`src/rtl/union_find_pc.sv`:
```
// rtl/union_find_pc.sv - disjoint-set engine with union-by-rank, path compression and set counting
module union_find_pc #(
   parameter int N          = 16,
   parameter int ADDR_WIDTH = 4,
   parameter int RANK_WIDTH = 3
) (
   input  logic                  clk,
   input  logic                  reset,
   input  logic                  start,
   input  logic [1:0]            op,
   input  logic [ADDR_WIDTH-1:0] node1,
   input  logic [ADDR_WIDTH-1:0] node2,
   output logic [ADDR_WIDTH-1:0] result,
   output logic                  same_set,
   output logic                  merged,
   output logic                  error,
   output logic [ADDR_WIDTH:0]   set_count,
   output logic                  busy,
   output logic                  done
);
   localparam logic [1:0] OP_FIND  = 2'b00;
   localparam logic [1:0] OP_UNION = 2'b01;
   localparam logic [1:0] OP_SAME  = 2'b10;
   localparam logic [1:0] OP_CLEAR = 2'b11;

   localparam logic [ADDR_WIDTH-1:0] LAST_IDX = ADDR_WIDTH'(N - 1);
   localparam logic [ADDR_WIDTH:0]   N_SETS   = (ADDR_WIDTH + 1)'(N);
   localparam logic [RANK_WIDTH-1:0] RANK_MAX = '1;

   typedef enum logic [2:0] {
      S_INIT, S_IDLE, S_FIND_A, S_COMP_A, S_FIND_B, S_COMP_B, S_LINK, S_DONE
   } state_t;

   state_t state, state_nxt;

   logic [ADDR_WIDTH-1:0] parent [N];
   logic [RANK_WIDTH-1:0] rank   [N];

   logic [1:0]            op_q;
   logic [ADDR_WIDTH-1:0] n1_q, n2_q, cur, root_a, root_b, idx;
   logic                  clr_pend;

   logic [ADDR_WIDTH-1:0] cur_par;
   logic [RANK_WIDTH-1:0] rank_a, rank_b;
   logic                  roots_eq, uses_b, bad1, bad2, op_err;

   assign cur_par  = parent[cur];
   assign rank_a   = rank[root_a];
   assign rank_b   = rank[root_b];
   assign roots_eq = (root_a == root_b);
   assign uses_b   = (op == OP_UNION) || (op == OP_SAME);
   assign bad1     = ({1'b0, node1} >= N_SETS);
   assign bad2     = ({1'b0, node2} >= N_SETS);
   assign op_err   = (op != OP_CLEAR) && (bad1 || (uses_b && bad2));

   // State register; reset always restarts array initialisation
   always_ff @(posedge clk) begin
      if (!reset) state <= S_INIT;
      else        state <= state_nxt;
   end

   // Next-state sequencing and handshake outputs
   always_comb begin
      state_nxt = state;
      busy      = (state != S_IDLE);
      done      = (state == S_DONE);
      case (state)
         S_INIT:   if (idx == LAST_IDX) state_nxt = clr_pend ? S_DONE : S_IDLE;
         S_IDLE:   if (start) state_nxt = (op == OP_CLEAR) ? S_INIT :
                                          (op_err ? S_DONE : S_FIND_A);
         S_FIND_A: if (cur_par == cur) state_nxt = S_COMP_A;
         S_COMP_A: if (cur == root_a) state_nxt = (op_q == OP_FIND) ? S_DONE : S_FIND_B;
         S_FIND_B: if (cur_par == cur) state_nxt = S_COMP_B;
         S_COMP_B: if (cur == root_b) state_nxt = (op_q == OP_UNION) ? S_LINK : S_DONE;
         S_LINK:   state_nxt = S_DONE;
         S_DONE:   state_nxt = S_IDLE;
         default:  state_nxt = S_INIT;
      endcase
   end

   // Datapath: init sweep, operand capture, root walks, compression writes and linking
   always_ff @(posedge clk) begin
      if (!reset) begin
         idx       <= '0;
         clr_pend  <= 1'b0;
         result    <= '0;
         same_set  <= 1'b0;
         merged    <= 1'b0;
         error     <= 1'b0;
         set_count <= N_SETS;
         op_q      <= OP_FIND;
         n1_q      <= '0;
         n2_q      <= '0;
         cur       <= '0;
         root_a    <= '0;
         root_b    <= '0;
      end else begin
         case (state)
            S_INIT: begin
               parent[idx] <= idx;
               rank[idx]   <= '0;
               if (idx == LAST_IDX) begin
                  idx      <= '0;
                  clr_pend <= 1'b0;
               end else begin
                  idx <= idx + 1'b1;
               end
            end
            S_IDLE: if (start) begin
               op_q     <= op;
               n1_q     <= node1;
               n2_q     <= node2;
               cur      <= node1;
               result   <= '0;
               same_set <= 1'b0;
               merged   <= 1'b0;
               error    <= op_err;
               if (op == OP_CLEAR) begin
                  clr_pend  <= 1'b1;
                  set_count <= N_SETS;
                  idx       <= '0;
               end
            end
            S_FIND_A: begin
               if (cur_par == cur) begin
                  root_a <= cur;
                  cur    <= n1_q;
               end else begin
                  cur <= cur_par;
               end
            end
            S_COMP_A: begin
               if (cur == root_a) begin
                  cur <= n2_q;
                  if (op_q == OP_FIND) result <= root_a;
               end else begin
                  parent[cur] <= root_a;
                  cur         <= cur_par;
               end
            end
            S_FIND_B: begin
               if (cur_par == cur) begin
                  root_b <= cur;
                  cur    <= n2_q;
               end else begin
                  cur <= cur_par;
               end
            end
            S_COMP_B: begin
               if (cur == root_b) begin
                  if (op_q == OP_SAME) begin
                     result   <= root_a;
                     same_set <= roots_eq;
                  end
               end else begin
                  parent[cur] <= root_b;
                  cur         <= cur_par;
               end
            end
            S_LINK: begin
               if (roots_eq) begin
                  same_set <= 1'b1;
                  merged   <= 1'b0;
                  result   <= root_a;
               end else begin
                  merged <= 1'b1;
                  if (set_count > (ADDR_WIDTH + 1)'(1)) set_count <= set_count - 1'b1;
                  if (rank_a < rank_b) begin
                     parent[root_a] <= root_b;
                     result         <= root_b;
                  end else begin
                     // rootA also wins ties; its rank grows only on a tie
                     parent[root_b] <= root_a;
                     result         <= root_a;
                     if (rank_a == rank_b && rank_a != RANK_MAX) rank[root_a] <= rank_a + 1'b1;
                  end
               end
            end
            default: ;
         endcase
      end
   end
endmodule
```
`config.mk`:
```
export PLATFORM = sky130hd
export DESIGN_NAME = union_find_pc
export DESIGN_NICKNAME = d
export VERILOG_FILES = /design/src/rtl/union_find_pc.sv
export SDC_FILE = /design/constraint.sdc
export NUM_CORES = 1
export LEC_CHECK = 0
export ABC_AREA = 1
export BUFFER_PORTS_ARGS = -buffer_cell sky130_fd_sc_hd__buf_2
export CAP_MARGIN = 20
export CORE_ASPECT_RATIO = 1.2
export CORE_UTILIZATION = 62
export DETAILED_ROUTE_END_ITERATION = 10
export PLACE_DENSITY = 0.85
export SLEW_MARGIN = 20
export SYNTH_ARGS = -nofsm -noshare
export SYNTH_HDL_FRONTEND = slang
export SYNTH_SLANG_ARGS = --single-unit
```
`constraint.sdc`:
```
create_clock -name clk -period 4.51 [get_ports clk]
set_input_delay 1.1275 -clock clk [delete_from_list [all_inputs] [get_ports clk]]
set_output_delay 1.1275 -clock clk [all_outputs]
set_load 0.005 [all_outputs]
```
==> flow_summary.yaml, run 1 <==
die:
  die_y_um: 129
  row_count: 46
  die_area_um2: 14000
  ioPinCount: 27
  initial_utilization_pct: 63.5
  core_area_um2: 13200
  die_w_um: 108
grt:
  grtUsageTotal_pct: 29.8
  grt_start_max_net_pins: 49
  grt_pass1_wl_um: 31800
  grt_pass1_vias: 6654
  antenna_found_initial: 0
  overflow: 0
drt:
  highest_layer: "met4"
  route.antenna.remaining_nets: 0
  drt_wl_total_um: 19500
  routed-wl-met3_um: 1390
  wl_per_cell_um: 16.3
  drc_errors: 0
  routed_via_density: 5.87
  via_count: 6994
  first_pass_iters: 7
  met2_length_um: 9550
  drtIter0Drc: 797
  met1Wirelength_um: 7680
yosys:
  synth_cell_types: 42
  yosys_register_bits: 165
  synthCells: 992
  yosysSeqAreaShare_pct: 52.8
  synthesis.nets: 1013
  ys_warn_count: 0
  syn_area_per_cell_um2: 8.44
  synth_area_um2: 8370
cts:
  clk_latency_ns: 0.43
  h-tree-depth: 4
  cts_buffers: 17
  cts_tree: "yes"
  clk_pin_slew_worst_paths_ns: 0.07
  cts-root-buf: "clkbuf_16"
  cts_hold_buf: 0
  cts_sinks: 165
  clockBufferDepth: 2
worst_setup_path:
  crit_fanout: 20
  arrival_ns: 4.27
  rr_endpoint: "parent[8][0]"
  crit_path_end_kind: "register"
  reg2reg_slack_ns: 0.34
  crit_type: "register to register"
  endpoint: "parent[8][0]"
  required_ns: 4.61
  r2r_cells: 21
  cp-start-kind: "register"
timing:
  clock-skew-final_ns: 0.00853
  relSlewSlack_pct: 51.8
  setup_viol: 0
  tightest_slew_ns: 0.722
  min_period_over_period_pct: 92.5
  finalHoldViolCount: 0
  finalMaxSlewViolations: 0
  fmax_mhz: 240
  rsz0062_at_grt: "false"
  fin_crit_ns: 4.17
  finalSetupTns_ns: 0
run_status:
  status: "completed"
pwr:
  peakVddDrop_v: 0.000380
  p_leak_nw: 3.84
  powerDensity_nw_per_um2: 541
cells_and_area:
  multi_input_area_um2: 3260
  final_nets: 1032
  n_antenna_cell: 0
  drive_above_1_share_pct: 10.9
  fin_util_pct: 70.0
  fill_cells: 993
  layout.area.seq_um2: 4430
  areaGrowthSynthToFinish_pct: 10.2
placed_design:
  portBuffers: 25
  dpl.hpwl_um: 13400
  place_congestion: 0.944
flow_run:
  cap_viol_max_count: 0
worst_hold_path:
  hp-class: "register to register"
## state kept, by name, summed over array words and instances (netlist names), 2 cells and up, named ones only
name       cells
root_a         4
set_count      5
n2_q           4
n1_q           4
idx            4
rank          48
cur            4
state          3
parent        64
root_b         4
result         4
op_q           2
## cells in the final DEF, fill, tap and decap left out, drive strengths merged, types with 3 or more instances in the layout
cell type  netlist  layout
nor2           101     101
nand3           93      93
ha               8       8
xor2            11      11
clkinv           0       5
o221ai           7       7
nand2          209     209
nor3            13      13
nand4            4       4
inv            136     141
buf             17      38
a211oi          10      10
edfxtp         112     112
a221oi           4       4
clkbuf          21      18
a22oi            3       3
dfxtp           53      53
o211ai          12      12
o31ai            3       3
o21ai           90      90
a21oi           76      76
## cell usage after synthesis
cell	n	area (um^2)
ha_1	8	100
nand2_2	6	37.5
edfxtp_1	112	3360
clkbuf_2	2	10.0
o21ai_2	7	61.3
nor2_8	1	20.0
nor3_4	1	16.3
a21oi_2	3	26.3
conb_1	1	3.75
nand2_1	201	754
dfxtp_1	53	1060
nor2_2	2	12.5
nor2_1	95	357
a31oi_1	1	6.26
nand3_1	91	455
a211oi_2	1	12.5
a211oi_1	9	67.6
inv_2	13	48.8
buf_2	13	65.1
o22ai_1	2	12.5
a22oi_1	3	22.5
nor2_4	3	33.8
xor2_1	11	96.3
nand3_2	2	20.0
nor4_1	1	6.26
nor3_1	10	50.1
or2_1	2	12.5
o221ai_1	7	61.3
inv_1	123	462
buf_6	1	11.3
o21ai_0	81	405
clkbuf_1	19	71.3
o31ai_1	3	22.5
o2111ai_1	2	17.5
o211ai_1	12	90.1
nand4_1	4	25.0
nand2_4	2	22.5
a21oi_1	73	365
a221oi_1	4	35.0
o21ai_1	2	10.0
nor3_2	2	20.0
buf_4	3	22.5
## per-stage QoR
stage | instances | total power, mW | hold WS, ns | worst slack [ns] | area, um^2
floorplan | 992 | 3.09 | 0.430 | 0.962 | 8370
global placement | 1160 | 3.46 | 0.447 | 0.673 | 8630
detailed placement | 1160 | 3.50 | 0.450 | 0.467 | 8630
CTS | 1191 | 4.96 | 0.459 | 0.316 | 9220
global route | 1191 | 5.27 | 0.475 | 0.0695 | 9230
finish | 1191 | 4.99 | 0.457 | 0.338 | 9230
## power by group
part	switching, mW	internal (mW)	total, mW	leakage (nW)
registers	0.146	1.79	1.93	1.37
clock network	0.618	0.832	1.45	0.288
logic	1.10	0.511	1.61	2.18
total	1.86	3.13	4.99	3.84
## per-layer routing
layer | global-route usage (%) | up-vias
li1 | - | 3383
met1 | 36.8 | 3175
met2 | 49.5 | 357
met3 | 5.43 | 79
met4 | 16.4 | 0
met5 | 0 | -
## critical path: stages, from the launching register on
cell	delay, ns
dfxtp_1	0.51
buf_4	0.28
o21ai_0	0.10
a21oi_1	0.15
o22ai_1	0.09
o21ai_0	0.17
inv_1	0.07
ha_1	0.33
nand2_1	0.13
nor2_1	0.06
a211oi_2	0.17
buf_4	0.19
nand2_1	0.10
nor2_2	0.21
nand2_2	0.14
nand2_1	0.14
a21oi_2	0.04
a21oi_2	0.18
nand2_1	0.11
o21ai_2	0.11
nand3_1	0.21
nor2_1	0.34
## kinds of logic after synthesis
| family | count (synthesis) | share of synthesized area [%] |
|---|---|---|
| buf+inv | 174 | 8.25 |
| fa+ha+maj | 8 | 1.20 |
| xor+xnor | 11 | 1.15 |
| simple gates | 423 | 22.0 |
| compound gates | 210 | 14.5 |
| other cells | 1 | 0.0448 |
| flops | 165 | 52.8 |
## how the worst min path moves through the flow
| stage | from | to | slack, ns | cells after the start |
|---|---|---|---|---|
| 2_1_floorplan | n1_q[0] | n1_q[0] | 0.43 | 2 |
| 3_3_place_gp | result[3] | result[3] | 0.45 | 2 |
| 3_5_place_dp | result[2] | result[2] | 0.45 | 2 |
| 4_1_cts | result[2] | result[2] | 0.46 | 2 |
| 5_1_grt | result[3] | result[3] | 0.48 | 2 |
| 6_report | result[3] | result[3] | 0.46 | 2 |
## repair_timing
action	in CTS	in global routing
gates resized for setup	0	1
endpoints found under the setup margin	0	41
setup buffers	0	0
## final cells by class
type                       count  area share (%)
tap                          168            2.28
multi-input combinational    653            35.3
timing repair buffer          38            2.41
clock buffer                  18            4.65
clock inverter                13            1.82
sequential                   165            48.0
inverter                     136            5.53
No activity file was read; power rests on OpenSTA's default activity.
==> run 2: changes to the inputs <==
--- a/config.mk
+++ b/config.mk
@@ -8,9 +8,9 @@
 export ABC_AREA = 1
 export BUFFER_PORTS_ARGS = -buffer_cell sky130_fd_sc_hd__buf_2
 export CAP_MARGIN = 20
-export CORE_ASPECT_RATIO = 1.2
 export CORE_UTILIZATION = 62
 export DETAILED_ROUTE_END_ITERATION = 10
+export HOLD_SLACK_MARGIN = 0.05
 export PLACE_DENSITY = 0.85
 export SLEW_MARGIN = 20
 export SYNTH_ARGS = -nofsm -noshare
==> run 2 against run 1 <==
Die area hardly changed. Setup slack better by 0.015 ns. Largest power group unchanged. Critical path depth grew 1. Final area is 0.28% higher. Clock skew decreased by 0.00089 ns.
==> flow_summary.yaml, run 2 (synthesized netlist as in run 1, its figures left out) <==
cells_and_area:
  reg_top3: "parent x64, rank x48, set_count x5"
  drive_above_1_share_pct: 11.1
  multi_input_area_um2: 3260
  top_register: "parent"
  final_cell_area_um2: 9250
  largest_reg_flops: 64
  fill_cells: 968
  final_cell_mix: "201 x nand2_1, 123 x inv_1, 112 x edfxtp_1"
  final_common_cell: "nand2_1"
  final_nets: 1033
  n_antenna_cell: 0
  areaGrowthSynthToFinish_pct: 10.5
  fin_util_pct: 70.1
  layout.area.seq_um2: 4430
cts:
  clk_pin_slew_worst_paths_ns: 0.06
  cts-root-buf: "clkbuf_16"
  clockBufferDepth: 2
  cts_buffers: 17
  cts_sinks: 165
  h-tree-depth: 4
  clk_latency_ns: 0.43
  cts_tree: "yes"
flow_run:
  cap_viol_max_count: 0
placed_design:
  portBuffers: 25
  place_congestion: 0.960
  dpl.hpwl_um: 13900
  dpl_cell_area_um2: 8640
die:
  initial_utilization_pct: 63.5
  die_y_um: 118
  core_area_um2: 13200
  die_area_um2: 14000
  die_w_um: 118
  ioPinCount: 27
  row_count: 42
grt:
  grt_start_max_net_pins: 49
  antenna_found_initial: 0
  grtUsageTotal_pct: 29.9
  overflow: 0
  grt_pass1_wl_um: 32400
  grt_pass1_vias: 6757
worst_hold_path:
  hp-class: "register to register"
drt:
  drtIter0Drc: 826
  drt_wl_total_um: 20300
  first_pass_iters: 6
  routed_via_density: 6.00
  drc_errors: 0
  via_count: 7204
  wl_per_cell_um: 16.9
  route.antenna.remaining_nets: 0
timing:
  min_period_over_period_pct: 92.2
  rsz0062_at_grt: "false"
  fmax_mhz: 241
  fin_crit_ns: 4.16
  finalMaxSlewViolations: 0
  tightest_slew_ns: 0.739
  setup_viol: 0
  relSlewSlack_pct: 50.7
  clock-skew-final_ns: 0.00763
  finalHoldViolCount: 0
  finalSetupTns_ns: 0
worst_setup_path:
  crit_path_end_kind: "register"
  cp-start-kind: "register"
  arrival_ns: 4.25
  crit_type: "register to register"
  required_ns: 4.60
  crit_fanout: 19
pwr:
  p_leak_nw: 3.85
  peakVddDrop_v: 0.000394
  power_mw: 5.00
  powerDensity_nw_per_um2: 540
run_status:
  status: "completed"
==> run 2: cell types whose count changed in the layout (fill, tap and decap cells not counted) <==
cell / delta
clkinv_8: -1
inv_8: -2
buf_4: +1
clkbuf_8: +1
inv_4: +1
clkinvlp_4: +1
clkbuf_16: +2
bufinv_16: -1
==> run 2: timing repair <==
item | CTS | global route
endpoints found under the hold margin | 0 | 0
resized for setup | 0 | 1
hold buffers | 0 | 0
setup buffers | 0 | 0
endpoints found under the setup margin | 0 | 4
==> run 2: power by group <==
| part | total, mW | switching, mW | internal, mW |
|---|---|---|---|
| Sequential | 1.95 | 0.161 | 1.79 |
| Combinational | 1.59 | 1.08 | 0.510 |
| Clock | 1.45 | 0.604 | 0.849 |
| Total | 5.00 | 1.85 | 3.15 |
==> run 2: stage by stage <==
stage                     instances  hold WS [ns]  setup WS (ns)
after global placement         1169         0.446          0.687
after CTS                      1201         0.462          0.392
after global routing           1201         0.490         0.0609
after detailed placement       1169         0.449          0.519
after floorplan                 992         0.430          0.962
final                          1201         0.457          0.353
==> run 2: area by class of cell <==
type                            count  share of cell area, %
Inverter                          136                   5.52
Tap cell                          176                   2.38
Multi-Input combinational cell    653                   35.2
Clock buffer                       21                   5.33
Timing Repair Buffer               39                   2.49
Clock inverter                     11                   1.22
Sequential cell                   165                   47.8
==> run 2: routing by layer <==
layer | global-route usage (%) | up-vias | part of all wire [%]
met5 | 0 | - | 0
met4 | 14.9 | 0 | 3.9
li1 | - | 3383 | -
met3 | 6.37 | 104 | 8.5
met2 | 50.5 | 404 | 48
met1 | 36.2 | 3313 | 39
==> run 2: path summary, 6_finish.rpt <==
check,from,endpoint,slack [ns],cells after the start
setup / recovery,register,parent[4][3],0.35,22
hold / removal,result[0],result[0],0.46,2
setup reg to reg,register,parent[4][3],0.35,22
hold reg to reg,result[0],result[0],0.46,2
==> run 2: worst max-delay path, cell delays in order (launching register included) <==
cell      delay [ns]
dfxtp_1         0.61
buf_4           0.30
a21oi_1         0.08
o21ai_0         0.10
nand3_1         0.13
nand3_1         0.14
o21ai_0         0.09
inv_1           0.08
ha_1            0.26
nand2_1         0.10
nor2_1          0.05
a211oi_2        0.15
buf_4           0.18
nand2_1         0.10
nor2_2          0.24
nand2_2         0.14
nand2_1         0.12
a21oi_2         0.04
a21oi_2         0.14
nand2_1         0.08
o21ai_2         0.10
nand3_1         0.20
nor2_1          0.38
==> run 3: changes to the inputs <==
--- a/config.mk
+++ b/config.mk
@@ -5,13 +5,12 @@
 export SDC_FILE = /design/constraint.sdc
 export NUM_CORES = 1
 export LEC_CHECK = 0
-export ABC_AREA = 1
 export BUFFER_PORTS_ARGS = -buffer_cell sky130_fd_sc_hd__buf_2
 export CAP_MARGIN = 20
 export CORE_UTILIZATION = 62
 export DETAILED_ROUTE_END_ITERATION = 10
 export HOLD_SLACK_MARGIN = 0.05
-export PLACE_DENSITY = 0.85
+export PLACE_DENSITY = 0.8
 export SLEW_MARGIN = 20
 export SYNTH_ARGS = -nofsm -noshare
 export SYNTH_HDL_FRONTEND = slang
==> constraint.sdc (replaced) <==
create_clock -name clk -period 4.51 [get_ports clk]
set_input_delay 1.1275 -clock clk [delete_from_list [all_inputs] [get_ports clk]]
set_output_delay 1.1275 -clock clk [all_outputs]
set_load 0.02 [all_outputs]
==> run 3 against run 2 <==
Core utilization down 0.37 points. Final area decreased by 5.2%. Fmax is 1.4% lower. Combinational power fell by 36%. Cell count fell by 29%. Routed wire length is 11% lower. Critical path depth down 10. Total power shrank 16%. Clock skew rose by 0.0026 ns. Clock power decreased by 9.7%. Critical path type unchanged. Largest cell class unchanged.
==> flow_summary.yaml, run 3 <==
run_status:
  status: "completed"
grt:
  grt_pass1_wl_um: 28600
  grt_pass1_vias: 5428
  overflow: 0
  grtUsageTotal_pct: 29.3
  antenna_found_initial: 0
  grt_start_max_net_pins: 40
die:
  initial_utilization_pct: 63.3
  row_count: 41
  die_area_um2: 13300
  die_y_um: 115
  die_w_um: 115
  core_area_um2: 12600
  ioPinCount: 27
timing:
  fin_crit_ns: 4.22
  tightest_slew_ns: 1.01
  rsz0062_at_grt: "false"
  clock-skew-final_ns: 0.0102
  timing.hold.ws_ns: 0.460
  setup_viol: 0
  min_period_over_period_pct: 93.5
  finalMaxSlewViolations: 0
  fmax_mhz: 237
  finalHoldViolCount: 0
  relSlewSlack_pct: 32.3
  finalSetupTns_ns: 0
cells_and_area:
  reg_top3: "parent x64, rank x48, set_count x5"
  largest_reg_flops: 64
  areaGrowthSynthToFinish_pct: 10.3
  final_cell_mix: "112 x edfxtp_1, 73 x nor2_1, 53 x dfxtp_1"
  n_antenna_cell: 0
  fill_cells: 841
  top_register: "parent"
  drive_above_1_share_pct: 18.6
  final_common_cell: "edfxtp_1"
  final_nets: 688
worst_hold_path:
  hold_depth: 2
  hp-class: "register to register"
  min_to: "n1_q[1]"
  hp-start: "n1_q[1]"
drt:
  drt_wl_total_um: 18000
  drc_errors: 0
  first_pass_iters: 9
  via_count: 5528
  routed_via_density: 6.50
  wl_per_cell_um: 21.2
  route.antenna.remaining_nets: 0
  drtIter0Drc: 627
yosys:
  synthesis.nets: 670
  synthCells: 649
  yosysMostFrequentCell: "edfxtp_1"
  yosysSeqAreaShare_pct: 55.6
  syn_area_per_cell_um2: 12.3
  synth_edf_count: 112
  synth_area_um2: 7950
  synth-main-ff-cell: "edfxtp_1"
  synth_top_area_share_pct: 42.3
  synth_area_leader_cell: "edfxtp_1"
  yosys_register_bits: 165
  async_reset_ff_share_pct: 0
  synth.area.top_cells: "edfxtp_1 42%, dfxtp_1 13%, mux4_2 12%, nor2_1 3.4%, mux2i_1 3.3%"
  synthTopCellsByCount: "112 x edfxtp_1, 73 x nor2_1, 53 x dfxtp_1, 51 x nand2_1, 42 x mux4_2"
  synth_cell_types: 61
  ys_warn_count: 0
cts:
  cts_setup_buffers: 0
  cts_sinks: 165
  cts-root-buf: "clkbuf_16"
  clk_latency_ns: 0.43
  cts_tree: "yes"
  clockBufferDepth: 2
  h-tree-depth: 4
  cts_buffers: 17
  cts_hold_buf: 0
  clk_pin_slew_worst_paths_ns: 0.07
  ctsResizeCount: 0
pwr:
  p_switching_mw: 1.36
  clockPowerShare_pct: 31.2
  intPower_mw: 2.85
  peakVddDrop_v: 0.000336
  power.share.sequential_pct: 44.8
  p_sw_share_pct: 32.2
  p_leak_nw: 2.91
  p_comb_share_pct: 24.0
  powerDensity_nw_per_um2: 480
worst_setup_path:
  crit_fanout: 12
  crit_type: "register to register"
  cp-start-kind: "register"
  r2r_cells: 12
  crit_family: "simple AND/OR/NAND/NOR gates"
  arrival_ns: 4.31
  path_buf_inv: 1
  reg2reg_slack_ns: 0.29
  crit_path_end_kind: "register"
  path_cells: "buf_4 > mux4_2 > mux4_2 > ha_1 > nor2b_1 > o21a_1 > nor2_1 > nand2_1 > a32oi_1 > o22ai_1 > or2_2 > nor2_1"
  rr_endpoint: "parent[14][1]"
  required_ns: 4.60
  max_stage_delay_ns: 0.53
  slowest_stage: "mux4_2"
placed_design:
  dpl.hpwl_um: 12500
  portBuffers: 25
  place_congestion: 0.940
flow_run:
  cap_viol_max_count: 0
run 3: cell families after synthesis:
family,after synthesis,synth area share (%)
adders and majority gates,8,1.26
AOI/OAI and AO/OA,119,10.0
other,1,0.0472
buffers and inverters,60,3.02
muxes,70,15.4
xor gates and xnor gates,18,1.98
and+or+nand+nor,208,12.6
DFF,165,55.6
run 3: worst reg2reg max path: stages (launching register included):
cell,delay [ns]
dfxtp_1,0.32
buf_4,0.26
mux4_2,0.54
mux4_2,0.52
ha_1,0.32
nor2b_1,0.16
o21a_1,0.24
nor2_1,0.30
nand2_1,0.11
a32oi_1,0.24
o22ai_1,0.19
or2_2,0.37
nor2_1,0.32
run 3: power by group through the flow:
stage | clock, mW | sequential (mW) | combinational, mW
6_report | 1.31 | 1.88 | 1.01
5_1_grt | 1.38 | 1.90 | 1.10
4_1_cts | 1.32 | 1.88 | 0.997
3_5_place_dp | 0 | 1.91 | 0.984
3_3_place_gp | 0 | 1.91 | 0.946
2_1_floorplan | 0 | 1.82 | 0.796
run 3: final cells by class:
type	count	area (um^2)	share of cell area, %
Clock buffer	19	433	4.94
Clock inverter	12	98.8	1.13
Inverter	19	71.3	0.813
Multi-Input combinational cell	424	3290	37.5
Sequential cell	165	4420	50.5
Tap cell	172	215	2.45
Timing Repair Buffer	40	238	2.71
run 3: through the flow:
stage | utilization (%) | setup WS [ns] | instance area, um^2 | power [mW] | cells
finish | 69.8 | 0.294 | 8770 | 4.21 | 851
global route | 69.8 | 0.0934 | 8770 | 4.38 | 851
CTS | 69.8 | 0.315 | 8770 | 4.20 | 851
detailed placement | 65.5 | 0.384 | 8240 | 2.89 | 820
global placement | 65.5 | 0.561 | 8240 | 2.85 | 820
floorplan | - | 0.150 | 7950 | 2.62 | 649
run 3: worst max-delay path by stage:
stage / start / to / slack [ns] / cells past startpoint
3_5_place_dp: register / parent[11][2] / 0.38 / 13
6_report: register / parent[14][1] / 0.29 / 12
5_1_grt: register / parent[13][3] / 0.09 / 12
3_3_place_gp: register / parent[11][1] / 0.56 / 13
4_1_cts: register / parent[11][2] / 0.31 / 12
2_1_floorplan: register / rank[10][0] / 0.15 / 12
run 3: layer usage:
layer,up-vias,global-route usage (%),share of wire (%)
met5,-,0,0
met3,53,6.54,8.9
met1,2651,38.9,40
li1,2487,-,-
met4,0,12.9,2.9
met2,337,46.9,48
